## config.mk

```make
export PLATFORM = sky130hd
export DESIGN_NAME = pipelined_array_multiplier
export DESIGN_NICKNAME = d
export VERILOG_FILES = /design/src/rtl/pam_pkg.sv /design/src/rtl/pam_row_stage.sv /design/src/rtl/pipelined_array_multiplier.sv
export SDC_FILE = /design/constraint.sdc
export NUM_CORES = 1
export LEC_CHECK = 0
export CORE_ASPECT_RATIO = 1.25
export CORE_UTILIZATION = 53
export DETAILED_ROUTE_END_ITERATION = 10
export PLACE_DENSITY_LB_ADDON = 0.25
export SETUP_SLACK_MARGIN = 0.3
export SLEW_MARGIN = 15
export SYNTH_ARGS = -nofsm -noshare
export SYNTH_HDL_FRONTEND = slang
export SYNTH_SLANG_ARGS = --single-unit
```

## constraint.sdc

```tcl
create_clock -name clk -period 3.8 [get_ports clk]
set_input_delay 0.38 -clock clk [delete_from_list [all_inputs] [get_ports clk]]
set_output_delay 0.38 -clock clk [all_outputs]
set_load 0.02 [all_outputs]
```

## src/rtl/pam_pkg.sv

```systemverilog
// -----------------------------------------------------------------------------
// pam_pkg
//
// Purpose:
//   Shared definitions for the pipelined array multiplier. Holds the helpers
//   that split the MID partial-product rows across the pipeline stages.
//   Every stage gets R = ceil(MID/STAGES) rows, and the last stage takes the
//   remainder. When STAGES does not divide MID evenly, trailing stages can
//   hold zero rows and simply carry the payload forward.
//
//   The stage payload struct {sign, tag, a_ext, b_ext, psum, carry} is
//   parameter-width dependent. For that reason it is declared inside the top
//   module, next to the MUL_SIZE/TAG_W parameters that size it.
//
// Ports: none (package).
// -----------------------------------------------------------------------------
package pam_pkg;

   // Default operand width, mirrored by the top-level parameter default.
   localparam int DEF_MUL_SIZE = 4;

   // Width of the extended operands and of the full product.
   function automatic int mid_width(input int mul_size);
      return 2 * mul_size;
   endfunction

   // Nominal rows per stage: ceil(mid / stages).
   function automatic int rows_per_stage(input int mid, input int stages);
      return (mid + stages - 1) / stages;
   endfunction

   // Number of partial-product rows evaluated in a given stage.
   function automatic int rows_in_stage(input int stage, input int mid,
                                        input int stages);
      int r;
      int first;
      r     = rows_per_stage(mid, stages);
      first = stage * r;
      if (first >= mid) begin
         return 0;
      end
      if (mid - first < r) begin
         return mid - first;
      end
      return r;
   endfunction

   // Index of the first row handled by a stage. The index is clamped into
   // range so that empty stages never form an out-of-range bit select.
   function automatic int first_row(input int stage, input int mid,
                                    input int stages);
      int first;
      first = stage * rows_per_stage(mid, stages);
      if (first > mid - 1) begin
         return mid - 1;
      end
      return first;
   endfunction

endpackage : pam_pkg

```

## src/rtl/pam_row_stage.sv

```systemverilog
// -----------------------------------------------------------------------------
// pam_row_stage
//
// Purpose:
//   A combinational group of NUM_ROWS partial-product rows, starting at row
//   FIRST_ROW. Each row is a mul_slice carry-save step. It adds (b_ext[row] ?
//   a_ext << row : 0) into the redundant (psum, carry) pair without
//   propagating carries. The pair always satisfies the following invariant:
//   psum + carry == running product, taken mod 2^MID.
//
// Ports:
//   a_ext      in  MID  extended multiplicand
//   b_ext      in  MID  extended multiplier (one bit selects each row)
//   psum_in    in  MID  incoming partial sum
//   carry_in   in  MID  incoming carry vector (already weight-aligned)
//   psum_out   out MID  partial sum after this group's rows
//   carry_out  out MID  carry vector after this group's rows
// -----------------------------------------------------------------------------
module pam_row_stage #(
   parameter int MID       = 8,
   parameter int FIRST_ROW = 0,
   parameter int NUM_ROWS  = 4
) (
   input  logic [MID-1:0] a_ext,
   input  logic [MID-1:0] b_ext,
   input  logic [MID-1:0] psum_in,
   input  logic [MID-1:0] carry_in,
   output logic [MID-1:0] psum_out,
   output logic [MID-1:0] carry_out
);

   logic [MID-1:0] s_v;
   logic [MID-1:0] c_v;
   logic [MID-1:0] pp_v;
   logic [MID-1:0] ns_v;
   logic [MID-1:0] nc_v;

   // Only some b_ext bits select rows here, and high a_ext bits shift out.
   // Both are consumed elsewhere along the chain.
   logic unused_operand_bits;
   assign unused_operand_bits = ^{a_ext, b_ext};

   always_comb begin
      s_v  = psum_in;
      c_v  = carry_in;
      pp_v = '0;
      ns_v = '0;
      nc_v = '0;
      for (int k = 0; k < NUM_ROWS; k++) begin
         pp_v = b_ext[FIRST_ROW + k] ? (a_ext << (FIRST_ROW + k)) : '0;
         // 3:2 compression. The carry out of bit MID-1 has weight 2^MID and
         // is dropped, because the result is defined modulo 2^MID.
         ns_v = s_v ^ c_v ^ pp_v;
         nc_v = ((s_v & c_v) | (s_v & pp_v) | (c_v & pp_v)) << 1;
         s_v  = ns_v;
         c_v  = nc_v;
      end
      psum_out  = s_v;
      carry_out = c_v;
   end

endmodule : pam_row_stage

```

## src/rtl/pipelined_array_multiplier.sv

```systemverilog
// -----------------------------------------------------------------------------
// pipelined_array_multiplier
//
// Purpose:
//   Computes the full 2*MUL_SIZE-bit product of two MUL_SIZE-bit operands.
//   Signed or unsigned mode is selected per beat. Operands are extended to
//   MID = 2*MUL_SIZE bits (sign- or zero-extended). The MID x MID array is
//   then truncated to MID bits, which is exact for both modes.
//
//   The MID partial-product rows are spread across STAGES register stages.
//   Each stage carries a redundant (psum, carry) pair. The last stage
//   resolves that pair with a single carry-propagate add before its
//   register, so m_out comes straight from a flop.
//
//   Flow control uses one global enable. When the output holds a product
//   that downstream refuses (m_valid && !m_ready), the whole pipe freezes,
//   valid bits included. Otherwise every stage shifts forward by one step
//   and a bubble enters when in_valid is low.
//
//   Valid/ready contract (both interfaces): a beat transfers on a rising
//   edge where valid and ready are both high. The source keeps valid and
//   its payload stable until that edge. The sink's ready may depend
//   combinationally on its own registered state and on the downstream ready.
//
//   A stage's payload loads only when a valid beat enters it. A bubble
//   therefore leaves the old payload in place, and m_out/tag_out keep their
//   last value while m_valid is low.
//
// Ports:
//   clk       in   1           rising-edge clock
//   rst       in   1           asynchronous active-high reset
//   in_valid  in   1           operand beat valid
//   in_ready  out  1           beat can be accepted this cycle
//   sign      in   1           1 = two's complement operands, 0 = unsigned
//   a_in      in   MUL_SIZE    multiplicand
//   b_in      in   MUL_SIZE    multiplier
//   tag_in    in   TAG_W       user tag, returned with the product
//   m_valid   out  1           product valid
//   m_ready   in   1           downstream accepts the product
//   m_out     out  2*MUL_SIZE  product
//   tag_out   out  TAG_W       tag belonging to m_out
// -----------------------------------------------------------------------------
module pipelined_array_multiplier
   import pam_pkg::*;
#(
   parameter int MUL_SIZE = DEF_MUL_SIZE,
   parameter int STAGES   = 2,
   parameter int TAG_W    = 4
) (
   input  logic                    clk,
   input  logic                    rst,
   input  logic                    in_valid,
   output logic                    in_ready,
   input  logic                    sign,
   input  logic [MUL_SIZE-1:0]     a_in,
   input  logic [MUL_SIZE-1:0]     b_in,
   input  logic [TAG_W-1:0]        tag_in,
   output logic                    m_valid,
   input  logic                    m_ready,
   output logic [2*MUL_SIZE-1:0]   m_out,
   output logic [TAG_W-1:0]        tag_out
);

   localparam int MID = mid_width(MUL_SIZE);

   // Payload held by every stage register.
   typedef struct packed {
      logic             sign;
      logic [TAG_W-1:0] tag;
      logic [MID-1:0]   a_ext;
      logic [MID-1:0]   b_ext;
      logic [MID-1:0]   psum;
      logic [MID-1:0]   carry;
   } stage_t;

   stage_t            stg_q   [STAGES];
   stage_t            stg_d   [STAGES];
   stage_t            stg_in  [STAGES];
   logic [STAGES-1:0] vld_q;
   logic [STAGES-1:0] vld_d;
   logic [STAGES-1:0] vld_in;
   logic [MID-1:0]    psum_nx [STAGES];
   logic [MID-1:0]    carry_nx[STAGES];
   logic              stall;
   logic              adv;

   // ---------------------------------------------------------------------
   // Stage inputs: stage 0 takes the extended operands from the ports,
   // and every later stage takes the register of the stage before it.
   // ---------------------------------------------------------------------
   always_comb begin
      stg_in[0].sign  = sign;
      stg_in[0].tag   = tag_in;
      stg_in[0].a_ext = sign ? {{MUL_SIZE{a_in[MUL_SIZE-1]}}, a_in}
                             : {{MUL_SIZE{1'b0}}, a_in};
      stg_in[0].b_ext = sign ? {{MUL_SIZE{b_in[MUL_SIZE-1]}}, b_in}
                             : {{MUL_SIZE{1'b0}}, b_in};
      stg_in[0].psum  = '0;
      stg_in[0].carry = '0;
      vld_in[0]       = in_valid;
      for (int s = 1; s < STAGES; s++) begin
         stg_in[s] = stg_q[s-1];
         vld_in[s] = vld_q[s-1];
      end
   end

   // ---------------------------------------------------------------------
   // Row groups, one per stage
   // ---------------------------------------------------------------------
   for (genvar g = 0; g < STAGES; g++) begin : g_stage
      pam_row_stage #(
         .MID       (MID),
         .FIRST_ROW (first_row(g, MID, STAGES)),
         .NUM_ROWS  (rows_in_stage(g, MID, STAGES))
      ) u_rows (
         .a_ext     (stg_in[g].a_ext),
         .b_ext     (stg_in[g].b_ext),
         .psum_in   (stg_in[g].psum),
         .carry_in  (stg_in[g].carry),
         .psum_out  (psum_nx[g]),
         .carry_out (carry_nx[g])
      );
   end

   // ---------------------------------------------------------------------
   // Global enable and next-state for the stage chain
   // ---------------------------------------------------------------------
   always_comb begin
      stall = vld_q[STAGES-1] & ~m_ready;
      adv   = ~stall;
      vld_d = vld_q;
      for (int s = 0; s < STAGES; s++) begin
         stg_d[s] = stg_q[s];
         if (adv) begin
            vld_d[s] = vld_in[s];
            if (vld_in[s]) begin
               stg_d[s]       = stg_in[s];
               stg_d[s].psum  = psum_nx[s];
               stg_d[s].carry = carry_nx[s];
               if (s == STAGES - 1) begin
                  // Resolve the redundant pair so the output flop holds
                  // the finished product.
                  stg_d[s].psum  = psum_nx[s] + carry_nx[s];
                  stg_d[s].carry = '0;
               end
            end
         end
      end
   end

   always_ff @(posedge clk or posedge rst) begin
      if (rst) begin
         vld_q <= '0;
         for (int s = 0; s < STAGES; s++) begin
            stg_q[s] <= '0;
         end
      end else begin
         vld_q <= vld_d;
         for (int s = 0; s < STAGES; s++) begin
            stg_q[s] <= stg_d[s];
         end
      end
   end

   // ---------------------------------------------------------------------
   // Outputs
   // ---------------------------------------------------------------------
   assign in_ready = adv;
   assign m_valid  = vld_q[STAGES-1];
   assign m_out    = stg_q[STAGES-1].psum;
   assign tag_out  = stg_q[STAGES-1].tag;

   // The sign bit travels with each beat for observability. Its effect is
   // already folded into the extended operands. The operands and the
   // cleared carry of the final stage are not needed past the output flop.
   logic unused_stage_bits;
   always_comb begin
      unused_stage_bits = ^{stg_q[STAGES-1].a_ext, stg_q[STAGES-1].b_ext,
                            stg_q[STAGES-1].carry};
      for (int s = 0; s < STAGES; s++) begin
         unused_stage_bits = unused_stage_bits ^ stg_q[s].sign;
      end
   end

endmodule : pipelined_array_multiplier

```

# Yosys cells after proc, flatten, opt, wreduce, memory -nomap -nowiden

Cells that the tools add are included.

Register bits: 45
Bits of input ports: 17
Output and inout port bits: 14
Logic and storage cells: 68

$add $sub $neg: 1
Multiplexer cells: 10
Bitwise logic cells: 47
Reduce and logical (&&, ||, !) cells: 2

Operator list:

| kind              | number |
|---|---|
| $and A7 B7 Y7     | 19 |
| $xor A8 B8 Y8     | 13 |
| $or A7 B7 Y7      | 12 |
| $mux W8           | 10 |
| $add A8 B8 Y8     | 1 |
| $reduce_and A2 Y1 | 2 |
| $not A1 Y1        | 2 |
| $and A1 B1 Y1     | 1 |

# Logic depth before layout (Yosys ltp)

Word-level depth: 14
Gate-level depth with buffers: 9
Gate-level depth less buffers: 9

# Hierarchy

Synthesis repeated with hierarchy kept, for this count alone.

Cells, all modules: 270
Area, all modules: 3186.8 um^2

By module, submodules not included:

| module                             | instances | cells an instance | area an instance (um^2) | seq. area each (um^2) |
|---|---|---|---|---|
| pipelined_array_multiplier         | 1         | 141               | 1909.3                  | 1101.1 |
| pam_row_stage at g_stage[0].u_rows | 1         | 79                | 769.5                   | 0.0 |
| pam_row_stage at g_stage[1].u_rows | 1         | 50                | 508.0                   | 0.0 |

# Least setup slack after synthesis

Ideal clock, no wire load.

Path type: register to register
Start point: register stg_q, in the netlist stg_in[22]
End point: register stg_q, in the netlist m_out[7]
Library setup time: 124 ps
Arrival time: 2711 ps
Required time: 3676 ps
Slack: 965 ps
Cell stages (with the launch flop): 9
Path buffers: 0
Period minus slack after synthesis: 2835 ps
Cell sequence: dfrtp_1 > and2_1 > fa_1 > fa_1 > fa_1 > xnor3_1 > a21o_1 > a211oi_2 > o31ai_2

Word-level cells in the longest chain between the ends: 7
Elaborated cells on any way between the ends: 13
Classes of those cells: 1 x add/sub; 1 x mux; 11 x bitwise

Ends and longest elaborated chain:

| item                            | line                              | RTL |
|---|---|---|
| start, declared                 | pipelined_array_multiplier.sv:76  | `stage_t stg_q [STAGES];` |
| start signal, assigned by index | pipelined_array_multiplier.sv:160 | `stg_q[s] <= stg_d[s];` |
| $mux W8 *                       | pam_row_stage.sv:50               | `pp_v = b_ext[FIRST_ROW + k] ? (a_ext << (FIRST_ROW + k)) : '0;` |
| $and A7 B7 Y7                   | pam_row_stage.sv:54               | `nc_v = ((s_v & c_v) \| (s_v & pp_v) \| (c_v & pp_v)) << 1;` |
| $or A7 B7 Y7 (2 in a row)       | pam_row_stage.sv:54               |  |
| $xor A8 B8 Y8 (2 in a row)      | pam_row_stage.sv:53               | `ns_v = s_v ^ c_v ^ pp_v;` |
| $add A8 B8 Y8 *                 | pipelined_array_multiplier.sv:143 | `stg_d[s].psum = psum_nx[s] + carry_nx[s];` |

Every way passes the cells marked *; elsewhere a longest branch is shown, timed or not.
A chain may end at the register's enable or synchronous reset.

# Worst setup path after layout

Same ends and word-level chain as after synthesis.

==> results.sh <==
export IMPL_placed_cell_area_um2=2310
export IMPL_p_per_area_nw_per_um2=545
export IMPL_worstPathArrival_ns=3.16
export IMPL_p_clk_share_pct=19.1
export IMPL_grt_ovfl_total=0
export IMPL_grt_max_degree=36
export IMPL_p_int_mw=0.881
export IMPL_die_x_um=56.6
export IMPL_numCtsBuffers=5
export IMPL_power_mw=1.30
export IMPL_port_buffers=30
export IMPL_vias_per_cell=5.43
export IMPL_clock_path_buffers=2
export IMPL_synth_area_um2=1970
export IMPL_synth_cells=157
export IMPL_initial_core_util_pct=56.2
export IMPL_firstDrtPassIters=4
export IMPL_endpoint_kind="register"
export IMPL_cts_resized=0
export IMPL_syn_nets=194
export IMPL_power_frac_comb_pct=40.0
export IMPL_drive_gt1_share_pct=19.3
export IMPL_cp_start_kind="register"
export IMPL_h_tree_depth=2
export IMPL_yosys_warnings=0
export IMPL_synth_avg_cell_area_um2=12.6
export IMPL_finalSetupTns_ns=0
export IMPL_p_leak_nw=1.09
export IMPL_reg2reg_slack_ns=0.78
export IMPL_synth_seq_cells=35
export IMPL_seq_area_frac_synth_pct=44.4
export IMPL_vdd_ir_drop_max_uv=391
export IMPL_fin_crit_sh_pct=79.4
export IMPL_crit_type="reg2reg"
export IMPL_root_buffer="clkbuf_8"
export IMPL_clkLatencyLatePin_ns=0.28
export IMPL_synth_distinct_cells=25
export IMPL_critPathMaxFanout=8
export IMPL_drv_slew=0
export IMPL_power_share_sequential_pct=41.0
export IMPL_r2r_start="stg_in[22]"
export IMPL_hold_violations=0
export IMPL_drt_iter0_drc=18
export IMPL_clock_sinks=35
export IMPL_cts_tree="built"
export IMPL_nets=228
export IMPL_place_gp_congestion=0.806
export IMPL_worst_slew_pin_slew_ns=0.559
export IMPL_p_switching_mw=0.421
export IMPL_worst_r2r_path_depth=8
export IMPL_antenna_found_initial=0
export IMPL_diodes=0
export IMPL_min_path_cells=2
export IMPL_cts_hold_buf=0
export IMPL_die_h_um=70.2
export IMPL_remaining_drc_errors=0
export IMPL_hp_start="vld_q[0]"
export IMPL_timing_slew_headroom_pct=62.6
export IMPL_fin_area_um2=2390
export IMPL_vias=1254
export IMPL_mostFrequentLayoutCells="35 x dfrtp_1, 30 x clkdlybuf4s50_1, 27 x mux2_2, 15 x and2_1, 14 x fa_1"
export IMPL_wl_per_cell_um=14.2
export IMPL_max_cap_violations=0
export IMPL_fin_skew_ns=0.00592
export IMPL_fin_crit_ns=3.02
export IMPL_worstPathRequired_ns=3.95
export IMPL_areaGrowthSynthToFinish_pct=20.9
export IMPL_postCtsSetupBuffers=0
export IMPL_core_um2=3510
export IMPL_rsz0062_at_grt="false"
export IMPL_dp_hpwl_um=2600
export IMPL_clk_pin_slew_ns=0.07
export IMPL_die_area_um2=3970
export IMPL_track_usage_pct=19.1
export IMPL_grt_pass1_wl_um=5800
export IMPL_timing_fmax_ghz=0.332
export IMPL_routed_wl_um=3280
export IMPL_switching_share_pct=32.3
export IMPL_min_path_type="reg2reg"
export IMPL_grt_pass1_vias=1329
export IMPL_hold_end="vld_q[1]"
export IMPL_rr_endpoint="m_out[7]"
export IMPL_final_antenna_net_count=0
export IMPL_num_rows=24
export IMPL_status="finished, final reports clean"
export IMPL_ioPinCount=31
export IMPL_setup_viol=0
export IMPL_layout_commonest_cell="dfrtp_1"
-- power groups by stage --
stage / clock (mW) / combinational (mW) / sequential [mW]
2_1_floorplan: 0 / 0.263 / 0.603
3_3_place_gp: 0 / 0.501 / 0.535
3_5_place_dp: 0 / 0.530 / 0.542
4_1_cts: 0.257 / 0.530 / 0.535
5_1_grt: 0.276 / 0.570 / 0.548
6_report: 0.248 / 0.520 / 0.533
-- critical path, cell delays in order (launching register included) --
cell and delay (ns):
dfrtp_1 0.44, and2_1 0.24, fa_1 0.41, fa_1 0.47
fa_1 0.45, xnor3_1 0.38, a21o_1 0.21, a211oi_2 0.21
o31ai_2 0.08
-- sequential cells by signal (all words and copies together), names as in the netlist --
| signal | cells |
|---|---|
| stg_in | 21 |
| tag_out | 4 |
| m_out | 8 |
| vld_q | 2 |
-- worst max path at each step --
stage                     slack [ns]  endpoint  startpoint
after global placement          0.89  m_out[7]  stg_in[22]
after global routing            0.67  m_out[7]  stg_in[22]
after detailed placement        0.79  m_out[7]  stg_in[22]
final                           0.78  m_out[7]  stg_in[22]
after CTS                       0.79  m_out[7]  stg_in[22]
after floorplan                 0.97  m_out[7]  stg_in[22]
-- cells in the mapped netlist --
cell type / count / share of area, %
nand3_1: 4 / 1.0
maj3_1: 1 / 0.51
nand2_1: 13 / 2.5
o21ai_0: 6 / 1.5
and3_1: 2 / 0.63
dfrtp_1: 35 / 44
a21oi_1: 4 / 1.0
a211oi_2: 1 / 0.63
xnor3_1: 1 / 1.1
mux2_2: 27 / 15
ha_1: 6 / 3.8
o31ai_2: 1 / 0.63
xor2_1: 4 / 1.8
a21o_1: 1 / 0.38
buf_2: 2 / 0.51
o31ai_1: 1 / 0.38
fa_1: 14 / 14
nand2b_1: 1 / 0.32
inv_1: 12 / 2.3
and2_1: 15 / 4.8
nand4_1: 1 / 0.32
nand2_2: 1 / 0.32
o211a_1: 1 / 0.51
buf_4: 2 / 0.76
a22oi_1: 1 / 0.38
-- routing by layer --
layer / share of wire [%] / global-route usage (%) / wire (um)
met5: 0 / 0 / 0
met4: 1.6 / 6.50 / 51
met3: 3.1 / 4.44 / 102
met2: 56 / 34.4 / 1840
met1: 39 / 22.0 / 1290
-- cell type report --
| type | count | area [um^2] |
|---|---|---|
| inverter | 12 | 45.0 |
| clock inverter | 1 | 5.00 |
| timing repair buffer | 31 | 308 |
| clock buffer | 7 | 76.3 |
| tap | 39 | 48.8 |
| fill | 277 | 1130 |
| sequential | 35 | 876 |
| multi-input combinational | 106 | 1030 |
-- kinds of logic (layout without fill, tap and decap cells) --
| logic type | Yosys count | in the layout | synth area share, % |
|---|---|---|---|
| flip-flops | 35 | 35 | 44.4 |
| XOR/XNOR | 5 | 5 | 2.91 |
| AND/OR/NAND/NOR | 37 | 37 | 9.82 |
| AO/OA/AOI/OAI | 16 | 16 | 5.45 |
| buffers and inverters | 16 | 51 | 3.55 |
| adder cells (fa/ha/maj) | 21 | 21 | 18.5 |
| multiplexers | 27 | 27 | 15.4 |
-- through the flow --
stage / hold WS, ns / utilization (%) / std cells / setup WS [ns]
finish: 0.470 / 67.9 / 231 / 0.785
global placement: 0.447 / 65.6 / 223 / 0.892
floorplan: 0.436 / - / 157 / 0.965
CTS: 0.473 / 67.9 / 231 / 0.788
detailed placement: 0.457 / 65.6 / 223 / 0.789
global route: 0.511 / 67.9 / 231 / 0.669
Note: power is estimated with default switching activity, not from simulation.
